File: src/rtl/rotate_tile_ctrl_pkg.sv
// Shared constants, state encoding and rotation-kind helper for the tile rotation controller.
package rotate_pkg;

    typedef enum logic [2:0] {
        ST_IDLE  = 3'd0,
        ST_LOAD  = 3'd1,
        ST_READ  = 3'd2,
        ST_WRITE = 3'd3,
        ST_NEXT  = 3'd4
    } rc_state_t;

    localparam logic [1:0] P_DEG_0   = 2'd0;
    localparam logic [1:0] P_DEG_90  = 2'd1;
    localparam logic [1:0] P_DEG_180 = 2'd2;
    localparam logic [1:0] P_DEG_270 = 2'd3;

    localparam int unsigned TILE_DIM        = 8;
    localparam int unsigned BEATS_PER_ROW   = 8;
    localparam int unsigned BEATS_PER_TILE  = 64;
    localparam int unsigned BYTES_PER_PIXEL = 3;

    localparam int unsigned DIM_W  = 16;
    localparam int unsigned IDX_W  = 13;
    localparam int unsigned BEAT_W = 6;

    localparam logic [IDX_W-1:0] IDX_ONE = 13'd1;

    typedef enum logic [1:0] {
        MAP_IDENT = 2'd0,
        MAP_CW    = 2'd1,
        MAP_CCW   = 2'd2,
        MAP_HALF  = 2'd3
    } rc_map_t;

    // A quarter turn one way equals three quarter turns the other way.
    function automatic rc_map_t map_kind(input logic [1:0] deg, input logic ccw);
        rc_map_t kind;
        case (deg)
            P_DEG_90:  kind = ccw ? MAP_CCW : MAP_CW;
            P_DEG_180: kind = MAP_HALF;
            P_DEG_270: kind = ccw ? MAP_CW : MAP_CCW;
            default:   kind = MAP_IDENT;
        endcase
        return kind;
    endfunction

endpackage

File: src/rtl/rotate_tile_ctrl_if.sv
// Job control and DMA request bundle between the rotation controller and its host/DMA engine.
interface rotate_tile_ctrl_if;
    logic        I_RC_START;
    logic        I_RC_ABORT;
    logic [15:0] I_RC_WIDTH;
    logic [15:0] I_RC_HEIGHT;
    logic [1:0]  I_RC_DEGREES;
    logic        I_RC_DIRECTION;
    logic [31:0] I_RC_SRC_BASE;
    logic [31:0] I_RC_DST_BASE;
    logic        I_RC_DMA_READY;
    logic        O_RC_BUSY;
    logic        O_RC_DONE;
    logic        O_RC_ERR;
    logic        O_RC_CP_START;
    logic        O_RC_DMA_REQ;
    logic        O_RC_DMA_WRITE;
    logic [31:0] O_RC_DMA_ADDR;
    logic [12:0] O_RC_TILE_X;
    logic [12:0] O_RC_TILE_Y;

    modport slave (
        input  I_RC_START, I_RC_ABORT, I_RC_WIDTH, I_RC_HEIGHT, I_RC_DEGREES,
               I_RC_DIRECTION, I_RC_SRC_BASE, I_RC_DST_BASE, I_RC_DMA_READY,
        output O_RC_BUSY, O_RC_DONE, O_RC_ERR, O_RC_CP_START, O_RC_DMA_REQ,
               O_RC_DMA_WRITE, O_RC_DMA_ADDR, O_RC_TILE_X, O_RC_TILE_Y
    );

    modport master (
        output I_RC_START, I_RC_ABORT, I_RC_WIDTH, I_RC_HEIGHT, I_RC_DEGREES,
               I_RC_DIRECTION, I_RC_SRC_BASE, I_RC_DST_BASE, I_RC_DMA_READY,
        input  O_RC_BUSY, O_RC_DONE, O_RC_ERR, O_RC_CP_START, O_RC_DMA_REQ,
               O_RC_DMA_WRITE, O_RC_DMA_ADDR, O_RC_TILE_X, O_RC_TILE_Y
    );
endinterface

File: src/rtl/rotate_tile_ctrl_map.sv
// Maps a source tile index to its destination tile index and gives the rotated image width.
module rotate_tile_map
    import rotate_pkg::*;
(
    input  logic [IDX_W-1:0] tx_i,
    input  logic [IDX_W-1:0] ty_i,
    input  logic [IDX_W-1:0] tw_i,
    input  logic [IDX_W-1:0] th_i,
    input  logic [1:0]       deg_i,
    input  logic             dir_i,
    input  logic [DIM_W-1:0] width_i,
    input  logic [DIM_W-1:0] height_i,
    output logic [IDX_W-1:0] dx_o,
    output logic [IDX_W-1:0] dy_o,
    output logic [DIM_W-1:0] out_width_o
);

    // Destination tile coordinates for the effective rotation.
    always_comb begin
        dx_o        = tx_i;
        dy_o        = ty_i;
        out_width_o = width_i;
        case (map_kind(deg_i, dir_i))
            MAP_CW: begin
                dx_o        = th_i - IDX_ONE - ty_i;
                dy_o        = tx_i;
                out_width_o = height_i;
            end
            MAP_CCW: begin
                dx_o        = ty_i;
                dy_o        = tw_i - IDX_ONE - tx_i;
                out_width_o = height_i;
            end
            MAP_HALF: begin
                dx_o = tw_i - IDX_ONE - tx_i;
                dy_o = th_i - IDX_ONE - ty_i;
            end
            default: begin
                dx_o = tx_i;
                dy_o = ty_i;
            end
        endcase
    end

endmodule

File: src/rtl/rotate_tile_ctrl.sv
// Tile-by-tile rotation job sequencer: walks source tiles in raster order and issues
// row-addressed DMA reads of each source tile followed by writes to its rotated position.
module rotate_tile_ctrl
    import rotate_pkg::*;
#(
    parameter int unsigned P_TILE_DIM      = TILE_DIM,
    parameter int unsigned P_BEATS_PER_ROW = BEATS_PER_ROW
) (
    input  logic               I_RC_HCLK,
    input  logic               I_RC_HRESET,
    rotate_tile_ctrl_if.slave  bus
);

    localparam int unsigned      LP_TILE_BEATS = P_TILE_DIM * P_BEATS_PER_ROW;
    localparam logic [BEAT_W-1:0] LP_LAST_BEAT = BEAT_W'(LP_TILE_BEATS - 1);

    rc_state_t         state_q;
    logic              busy_q, done_q, err_q, cp_start_q, req_q, wr_q;
    logic [31:0]       addr_q;
    logic [IDX_W-1:0]  tx_q, ty_q;
    logic [BEAT_W-1:0] beat_q;
    logic [DIM_W-1:0]  width_q, height_q;
    logic [1:0]        deg_q;
    logic              dir_q;
    logic [31:0]       src_q, dst_q;

    logic [IDX_W-1:0]  tw_s, th_s, dx_s, dy_s, tx_d, ty_d;
    logic [DIM_W-1:0]  out_w_s;
    logic [BEAT_W-1:0] beat_d;
    logic [31:0]       src_tile_s, dst_tile_s, src_stride_s, dst_stride_s;
    logic              cfg_bad_s, last_beat_s, row_end_s, last_tile_s;

    assign tw_s = IDX_W'(32'(width_q) / 32'(P_TILE_DIM));
    assign th_s = IDX_W'(32'(height_q) / 32'(P_TILE_DIM));

    rotate_tile_map u_map (
        .tx_i        (tx_q),
        .ty_i        (ty_q),
        .tw_i        (tw_s),
        .th_i        (th_s),
        .deg_i       (deg_q),
        .dir_i       (dir_q),
        .width_i     (width_q),
        .height_i    (height_q),
        .dx_o        (dx_s),
        .dy_o        (dy_s),
        .out_width_o (out_w_s)
    );

    assign cfg_bad_s = (bus.I_RC_WIDTH == 16'd0) || (bus.I_RC_HEIGHT == 16'd0)
                    || ((32'(bus.I_RC_WIDTH)  % 32'(P_TILE_DIM)) != 32'd0)
                    || ((32'(bus.I_RC_HEIGHT) % 32'(P_TILE_DIM)) != 32'd0);

    assign src_tile_s   = src_q + (32'(ty_q) * 32'(P_TILE_DIM) * 32'(width_q)
                                 + 32'(tx_q) * 32'(P_TILE_DIM)) * 32'(BYTES_PER_PIXEL);
    assign dst_tile_s   = dst_q + (32'(dy_s) * 32'(P_TILE_DIM) * 32'(out_w_s)
                                 + 32'(dx_s) * 32'(P_TILE_DIM)) * 32'(BYTES_PER_PIXEL);
    assign src_stride_s = 32'(width_q) * 32'(BYTES_PER_PIXEL);
    assign dst_stride_s = 32'(out_w_s) * 32'(BYTES_PER_PIXEL);

    assign beat_d      = beat_q + 6'd1;
    assign last_beat_s = (beat_q == LP_LAST_BEAT);
    assign row_end_s   = ((32'(beat_q) % 32'(P_BEATS_PER_ROW)) == 32'(P_BEATS_PER_ROW - 1));
    assign last_tile_s = (tx_q == tw_s - IDX_ONE) && (ty_q == th_s - IDX_ONE);
    assign tx_d        = (tx_q == tw_s - IDX_ONE) ? 13'd0 : tx_q + IDX_ONE;
    assign ty_d        = (tx_q == tw_s - IDX_ONE) ? ty_q + IDX_ONE : ty_q;

    // Job sequencer with registered outputs; abort takes priority over any DMA progress.
    always_ff @(posedge I_RC_HCLK) begin
        if (I_RC_HRESET) begin
            state_q    <= ST_IDLE;
            busy_q     <= 1'b0;
            done_q     <= 1'b0;
            err_q      <= 1'b0;
            cp_start_q <= 1'b0;
            req_q      <= 1'b0;
            wr_q       <= 1'b0;
            addr_q     <= 32'd0;
            tx_q       <= 13'd0;
            ty_q       <= 13'd0;
            beat_q     <= 6'd0;
            width_q    <= 16'd0;
            height_q   <= 16'd0;
            deg_q      <= 2'd0;
            dir_q      <= 1'b0;
            src_q      <= 32'd0;
            dst_q      <= 32'd0;
        end else begin
            done_q     <= 1'b0;
            err_q      <= 1'b0;
            cp_start_q <= 1'b0;
            if (bus.I_RC_ABORT && (state_q != ST_IDLE)) begin
                state_q <= ST_IDLE;
                busy_q  <= 1'b0;
                req_q   <= 1'b0;
                wr_q    <= 1'b0;
            end else begin
                case (state_q)
                    ST_IDLE: begin
                        if (bus.I_RC_START) begin
                            if (cfg_bad_s) begin
                                err_q <= 1'b1;
                            end else begin
                                width_q    <= bus.I_RC_WIDTH;
                                height_q   <= bus.I_RC_HEIGHT;
                                deg_q      <= bus.I_RC_DEGREES;
                                dir_q      <= bus.I_RC_DIRECTION;
                                src_q      <= bus.I_RC_SRC_BASE;
                                dst_q      <= bus.I_RC_DST_BASE;
                                tx_q       <= 13'd0;
                                ty_q       <= 13'd0;
                                beat_q     <= 6'd0;
                                busy_q     <= 1'b1;
                                cp_start_q <= 1'b1;
                                state_q    <= ST_LOAD;
                            end
                        end
                    end
                    ST_LOAD: begin
                        state_q <= ST_READ;
                        req_q   <= 1'b1;
                        wr_q    <= 1'b0;
                        addr_q  <= src_tile_s;
                        beat_q  <= 6'd0;
                    end
                    ST_READ: begin
                        if (bus.I_RC_DMA_READY) begin
                            beat_q <= beat_d;
                            if (last_beat_s) begin
                                state_q <= ST_WRITE;
                                wr_q    <= 1'b1;
                                addr_q  <= dst_tile_s;
                            end else if (row_end_s) begin
                                addr_q <= addr_q + src_stride_s;
                            end
                        end
                    end
                    ST_WRITE: begin
                        if (bus.I_RC_DMA_READY) begin
                            beat_q <= beat_d;
                            if (last_beat_s) begin
                                state_q <= ST_NEXT;
                                req_q   <= 1'b0;
                                wr_q    <= 1'b0;
                            end else if (row_end_s) begin
                                addr_q <= addr_q + dst_stride_s;
                            end
                        end
                    end
                    ST_NEXT: begin
                        if (last_tile_s) begin
                            state_q <= ST_IDLE;
                            busy_q  <= 1'b0;
                            done_q  <= 1'b1;
                        end else begin
                            tx_q       <= tx_d;
                            ty_q       <= ty_d;
                            cp_start_q <= 1'b1;
                            state_q    <= ST_LOAD;
                        end
                    end
                    default: begin
                        state_q <= ST_IDLE;
                        busy_q  <= 1'b0;
                        req_q   <= 1'b0;
                        wr_q    <= 1'b0;
                    end
                endcase
            end
        end
    end

    assign bus.O_RC_BUSY      = busy_q;
    assign bus.O_RC_DONE      = done_q;
    assign bus.O_RC_ERR       = err_q;
    assign bus.O_RC_CP_START  = cp_start_q;
    assign bus.O_RC_DMA_REQ   = req_q;
    assign bus.O_RC_DMA_WRITE = wr_q;
    assign bus.O_RC_DMA_ADDR  = addr_q;
    assign bus.O_RC_TILE_X    = tx_q;
    assign bus.O_RC_TILE_Y    = ty_q;

endmodule
File: src/flat_wrapper.sv
// flat-port wrapper written by rule: the top's interface ports become plain ports
module rotate_tile_ctrl_flat import rotate_pkg::*;
#(
    parameter int unsigned P_TILE_DIM      = TILE_DIM,
    parameter int unsigned P_BEATS_PER_ROW = BEATS_PER_ROW
)
  (I_RC_HCLK, I_RC_HRESET, bus_I_RC_START, bus_I_RC_ABORT, bus_I_RC_WIDTH, bus_I_RC_HEIGHT, bus_I_RC_DEGREES, bus_I_RC_DIRECTION, bus_I_RC_SRC_BASE, bus_I_RC_DST_BASE, bus_I_RC_DMA_READY, bus_O_RC_BUSY, bus_O_RC_DONE, bus_O_RC_ERR, bus_O_RC_CP_START, bus_O_RC_DMA_REQ, bus_O_RC_DMA_WRITE, bus_O_RC_DMA_ADDR, bus_O_RC_TILE_X, bus_O_RC_TILE_Y);
  rotate_tile_ctrl_if bus_i ();
  input  logic I_RC_HCLK;
  input  logic I_RC_HRESET;
  input wire logic [$bits(bus_i.I_RC_START)-1:0] bus_I_RC_START;
  input wire logic [$bits(bus_i.I_RC_ABORT)-1:0] bus_I_RC_ABORT;
  input wire logic [$bits(bus_i.I_RC_WIDTH)-1:0] bus_I_RC_WIDTH;
  input wire logic [$bits(bus_i.I_RC_HEIGHT)-1:0] bus_I_RC_HEIGHT;
  input wire logic [$bits(bus_i.I_RC_DEGREES)-1:0] bus_I_RC_DEGREES;
  input wire logic [$bits(bus_i.I_RC_DIRECTION)-1:0] bus_I_RC_DIRECTION;
  input wire logic [$bits(bus_i.I_RC_SRC_BASE)-1:0] bus_I_RC_SRC_BASE;
  input wire logic [$bits(bus_i.I_RC_DST_BASE)-1:0] bus_I_RC_DST_BASE;
  input wire logic [$bits(bus_i.I_RC_DMA_READY)-1:0] bus_I_RC_DMA_READY;
  output wire logic [$bits(bus_i.O_RC_BUSY)-1:0] bus_O_RC_BUSY;
  output wire logic [$bits(bus_i.O_RC_DONE)-1:0] bus_O_RC_DONE;
  output wire logic [$bits(bus_i.O_RC_ERR)-1:0] bus_O_RC_ERR;
  output wire logic [$bits(bus_i.O_RC_CP_START)-1:0] bus_O_RC_CP_START;
  output wire logic [$bits(bus_i.O_RC_DMA_REQ)-1:0] bus_O_RC_DMA_REQ;
  output wire logic [$bits(bus_i.O_RC_DMA_WRITE)-1:0] bus_O_RC_DMA_WRITE;
  output wire logic [$bits(bus_i.O_RC_DMA_ADDR)-1:0] bus_O_RC_DMA_ADDR;
  output wire logic [$bits(bus_i.O_RC_TILE_X)-1:0] bus_O_RC_TILE_X;
  output wire logic [$bits(bus_i.O_RC_TILE_Y)-1:0] bus_O_RC_TILE_Y;
  assign bus_i.I_RC_START = bus_I_RC_START;
  assign bus_i.I_RC_ABORT = bus_I_RC_ABORT;
  assign bus_i.I_RC_WIDTH = bus_I_RC_WIDTH;
  assign bus_i.I_RC_HEIGHT = bus_I_RC_HEIGHT;
  assign bus_i.I_RC_DEGREES = bus_I_RC_DEGREES;
  assign bus_i.I_RC_DIRECTION = bus_I_RC_DIRECTION;
  assign bus_i.I_RC_SRC_BASE = bus_I_RC_SRC_BASE;
  assign bus_i.I_RC_DST_BASE = bus_I_RC_DST_BASE;
  assign bus_i.I_RC_DMA_READY = bus_I_RC_DMA_READY;
  assign bus_O_RC_BUSY = bus_i.O_RC_BUSY;
  assign bus_O_RC_DONE = bus_i.O_RC_DONE;
  assign bus_O_RC_ERR = bus_i.O_RC_ERR;
  assign bus_O_RC_CP_START = bus_i.O_RC_CP_START;
  assign bus_O_RC_DMA_REQ = bus_i.O_RC_DMA_REQ;
  assign bus_O_RC_DMA_WRITE = bus_i.O_RC_DMA_WRITE;
  assign bus_O_RC_DMA_ADDR = bus_i.O_RC_DMA_ADDR;
  assign bus_O_RC_TILE_X = bus_i.O_RC_TILE_X;
  assign bus_O_RC_TILE_Y = bus_i.O_RC_TILE_Y;
  rotate_tile_ctrl #(.P_TILE_DIM(P_TILE_DIM), .P_BEATS_PER_ROW(P_BEATS_PER_ROW)) u_core (.I_RC_HCLK(I_RC_HCLK), .I_RC_HRESET(I_RC_HRESET), .bus(bus_i));
endmodule
File: config.mk
export PLATFORM = sky130hd
export DESIGN_NAME = rotate_tile_ctrl_flat
export DESIGN_NICKNAME = d
export VERILOG_FILES = /design/src/rtl/rotate_tile_ctrl_pkg.sv /design/src/rtl/rotate_tile_ctrl_if.sv /design/src/rtl/rotate_tile_ctrl_map.sv /design/src/rtl/rotate_tile_ctrl.sv /design/src/flat_wrapper.sv
export SDC_FILE = /design/constraint.sdc
export NUM_CORES = 2
export LEC_CHECK = 0
export CAP_MARGIN = 30
export CORE_MARGIN = 5
export CORE_UTILIZATION = 57
export CTS_CLUSTER_SIZE = 40
export DETAILED_ROUTE_END_ITERATION = 16
export PLACE_DENSITY = 0.79
export SETUP_SLACK_MARGIN = 0.05
export SLEW_MARGIN = 15
export SYNTH_ARGS = -nofsm -noshare
export SYNTH_HDL_FRONTEND = slang
export SYNTH_SLANG_ARGS = --single-unit
File: constraint.sdc
create_clock -name I_RC_HCLK -period 10.9 [get_ports I_RC_HCLK]
set_input_delay 2.18 -clock I_RC_HCLK [delete_from_list [all_inputs] [get_ports I_RC_HCLK]]
set_output_delay 2.18 -clock I_RC_HCLK [all_outputs]
set_load 0.01 [all_outputs]
==> qor.txt <==
result of the run: complete, no violations
class of the tightest hold or removal check: flop to flop
average instance area after synthesis: 8.01 um^2
Logic pwr share: 0.089
kind of start point of the critical path: flop
length of the first detailed-routing pass in iterations: 8
number of sinks driven by the clock tree: 172
Async SR Flop Fraction: 0
Post-Synthesis Net Count: 4704
max_slew headroom: 0.406
starting density of the core: 0.577
share of layout cells above drive strength 1: 0.0912
post-detailed-route count of antenna-violating nets: 0
placed cell area: 34600 um^2
cell depth of the worst flop-to-flop path: 48
Max Fanout on Critical Path: 5
critical path class: flop to flop
number of top-level pins: 168
Distinct cells, synth: 100
hold buffer count at CTS: 0
critical path data arrival time: 11020 ps
end point of the worst hold path: u_core.dst_q[28]
Via Count: 29200
final clock period utilization by the worst path: 0.975
cell count of the worst hold path: 2
library cell contributing the largest single delay on the critical path: sky130_fd_sc_hd__fa_2
detailed-routed wire length on met3: 10300 um
cell-internal power: 996 uW
setup violation total in the final timing report: 0
number of hold violations in the final report: 0
required time of the worst setup path: 11290 ps
proportion of power drawn by the clock network: 0.459
die area: 59300 um^2
worst hold path startpoint: u_core.dst_q[28]
static leakage: 16.5 nW
routed length on met1: 39800 um
worst-skew pair later-pin latency: 520 ps
Crit path largest cell delay: 590 ps
largest buffer count on any clock path: 2
remaining design rule violation count: 0
RSZ-0062 raised after global routing: true
post-synthesis instance area: 31100 um^2
synthesized instance count: 3883
dominant cell type by count on the critical path: sky130_fd_sc_hd__ha_1
commonest register cell after synthesis: sky130_fd_sc_hd__dfxtp_1
number of CTS-inserted buffers: 17
flop2flop setup slack: 270 ps
CTS tree: yes
kind of capture point of the worst setup path: flop
area of the core: 53900 um^2
number of register bits inferred by synthesis: 172
antenna violations before repair: 2
number of global-route vias before repair: 28200
number of warnings issued by yosys: 0
Die Width: 244 um
net switching power: 404 uW
share of power burned in registers: 0.453
number of violations reported at the end of detailed-routing iteration 0: 2991
global route total overflow: 0
worst-case clock skew: 29.3 ps
Highest Clock Rate: 94.1 MHz
Tightest Pin Transition: 889 ps
power per unit of standard cell area: 39.2 nW/um^2
count of final max-slew check failures: 0
final cell area excluding filler cells: 35700 um^2
master cell of the clock root buffer: sky130_fd_sc_hd__clkbuf_16
vias per cell: 6.04
sum of routed wire length over all layers: 100000 um
global-route total usage across every layer: 0.330
routed length per placed instance: 20.6 um
placer's final routability congestion estimate: 0.988
Post-synth EDFFs: 0
worst reg2reg endpoint: u_core.bus.O_RC_DMA_ADDR[31]
maximum number of pins on one net before global-route repair: 91
number of placement rows: 85
number of max-capacitance violations reported: 0
number of nets in the layout: 4953
total of buffers placed on input and output ports: 167
uppermost layer routed: met4
routed length on met2: 44600 um
wire length of the first global-routing pass: 156000 um
CTS H-tree depth: 4
min Tclk post-route: 10630 ps
largest vdd supply drop: 0.139 mV
switch share: 0.288
post-detail-place hpwl: 79600 um
Die H: 244 um
clock-pin slew on the worst setup and hold paths: 70 ps
Total Negative Setup Slacks: 0 ps
fraction of the yosys area taken by sequential cells: 0.111
Worst R2R Start: u_core.width_q[4]
layout overhead on the synthesized area: 14.9%
## synth_stat cells (all sizes together) (76+ instances only)
cell type / number / area share
a21oi: 302 / 0.049
clkbuf: 123 / 0.015
dfxtp: 172 / 0.11
fa: 394 / 0.25
ha: 323 / 0.13
inv: 481 / 0.058
nand2: 615 / 0.074
nor2: 277 / 0.033
nor3: 76 / 0.012
o21ai: 136 / 0.022
xnor2: 153 / 0.043
xor2: 86 / 0.024
## worst max path at each step
| stage | startpoint | endpoint | slack (ps) |
|---|---|---|---|
| 3_3_place_gp | u_core.width_q[4] | u_core.bus.O_RC_DMA_ADDR[31] | 30 |
| 5_1_grt | u_core.height_q[5] | u_core.bus.O_RC_DMA_ADDR[31] | -270 |
| 4_1_cts | u_core.width_q[4] | u_core.bus.O_RC_DMA_ADDR[31] | 50 |
| 6_report | u_core.width_q[4] | u_core.bus.O_RC_DMA_ADDR[31] | 270 |
| 3_5_place_dp | u_core.width_q[4] | u_core.bus.O_RC_DMA_ADDR[31] | -110 |
| 2_1_floorplan | u_core.width_q[3] | u_core.bus.O_RC_DMA_ADDR[31] | 160 |
## logic make-up after synthesis
| group | synth area share |
|---|---|
| simple gates | 0.190 |
| compound gates | 0.162 |
| fa+ha+maj | 0.384 |
| buf+inv | 0.0787 |
| xor+xnor | 0.0676 |
| flops | 0.111 |
| mux | 0.00749 |
## flip-flops by register name, summed over array words and instances, names as in the netlist, 2 cells and up
| register | count |
|---|---|
| u_core.bus.O_RC_TILE_X | 13 |
| u_core.deg_q | 2 |
| u_core.beat_q | 6 |
| u_core.height_q | 16 |
| u_core.state_q | 3 |
| u_core.width_q | 16 |
| u_core.bus.O_RC_DMA_ADDR | 32 |
| u_core.dst_q | 32 |
| u_core.src_q | 32 |
| u_core.bus.O_RC_TILE_Y | 13 |
## metal layers
metal | vias to the layer above | track usage
met3 | 294 | 0.0637
met5 | - | 0
met2 | 1516 | 0.522
met1 | 14100 | 0.447
li1 | 13300 | -
met4 | 0 | 0.140
## power groups by stage
stage / clock network [mW] / registers [mW] / logic (mW)
detailed placement: 0 / 0.648 / 0.117
global route: 0.670 / 0.634 / 0.132
CTS: 0.653 / 0.633 / 0.118
finish: 0.642 / 0.633 / 0.124
floorplan: 0 / 0.648 / 0.0518
global placement: 0 / 0.648 / 0.116
## metrics by stage
step                      instances  worst slack [ps]  power [mW]  hold slack, ps   util
after global routing           4841              -272        1.44             482  0.662
final                          4845               272        1.40             464  0.663
after CTS                      4827              53.0        1.40             467  0.652
after global placement         4793              32.8       0.764             443  0.641
after floorplan                3883               163       0.699             429      -
after detailed placement       4795              -113       0.765             447  0.641
## layout by cell type, fill, tap and decap left out, types with 31 or more instances in the layout
cell,netlist,layout
sky130_fd_sc_hd__nor2b_1,33,31
sky130_fd_sc_hd__nand3_1,51,49
sky130_fd_sc_hd__xnor2_1,153,145
sky130_fd_sc_hd__nand2_1,615,614
sky130_fd_sc_hd__ha_1,323,316
sky130_fd_sc_hd__inv_1,481,481
sky130_fd_sc_hd__and2_1,71,71
sky130_fd_sc_hd__a21oi_1,301,287
sky130_fd_sc_hd__nand2b_1,35,35
sky130_fd_sc_hd__a21o_1,55,55
sky130_fd_sc_hd__nor2_1,277,274
sky130_fd_sc_hd__o21ai_0,121,110
sky130_fd_sc_hd__nor3_1,76,73
sky130_fd_sc_hd__fa_1,394,393
sky130_fd_sc_hd__clkdlybuf4s50_1,0,166
sky130_fd_sc_hd__xor2_1,85,82
sky130_fd_sc_hd__buf_4,2,212
sky130_fd_sc_hd__dfxtp_1,172,171
## critical path, delay by kind of cell, from the launching register on
family / cells / cell delay (ps)
adders and majority gates: 10 / 3910
AOI/OAI and AO/OA: 19 / 3740
and+or+nand+nor: 7 / 980
xor gates and xnor gates: 5 / 870
buffers and inverters: 7 / 700
DFF: 1 / 330
## cell type report
class / count / area (um^2)
clock inverter: 15 / 155
tap: 696 / 871
sequential: 172 / 3440
clock buffer: 17 / 425
inverter: 494 / 1850
antenna: 4 / 10.0
timing repair buffer: 383 / 3320
multi-input combinational: 3064 / 25600
fill: 4440 / 18200
## repair_timing
| item | in CTS | in global routing |
|---|---|---|
| setup buffers | 0 | 11 |
| resized for setup | 9 | 98 |
| cloned | 0 | 1 |
| setup endpoints to repair | 2 | 15 |
| pin swaps | 0 | 27 |
| endpoints found under the hold margin | 0 | 0 |
Note: power is estimated with default switching activity, not from simulation.
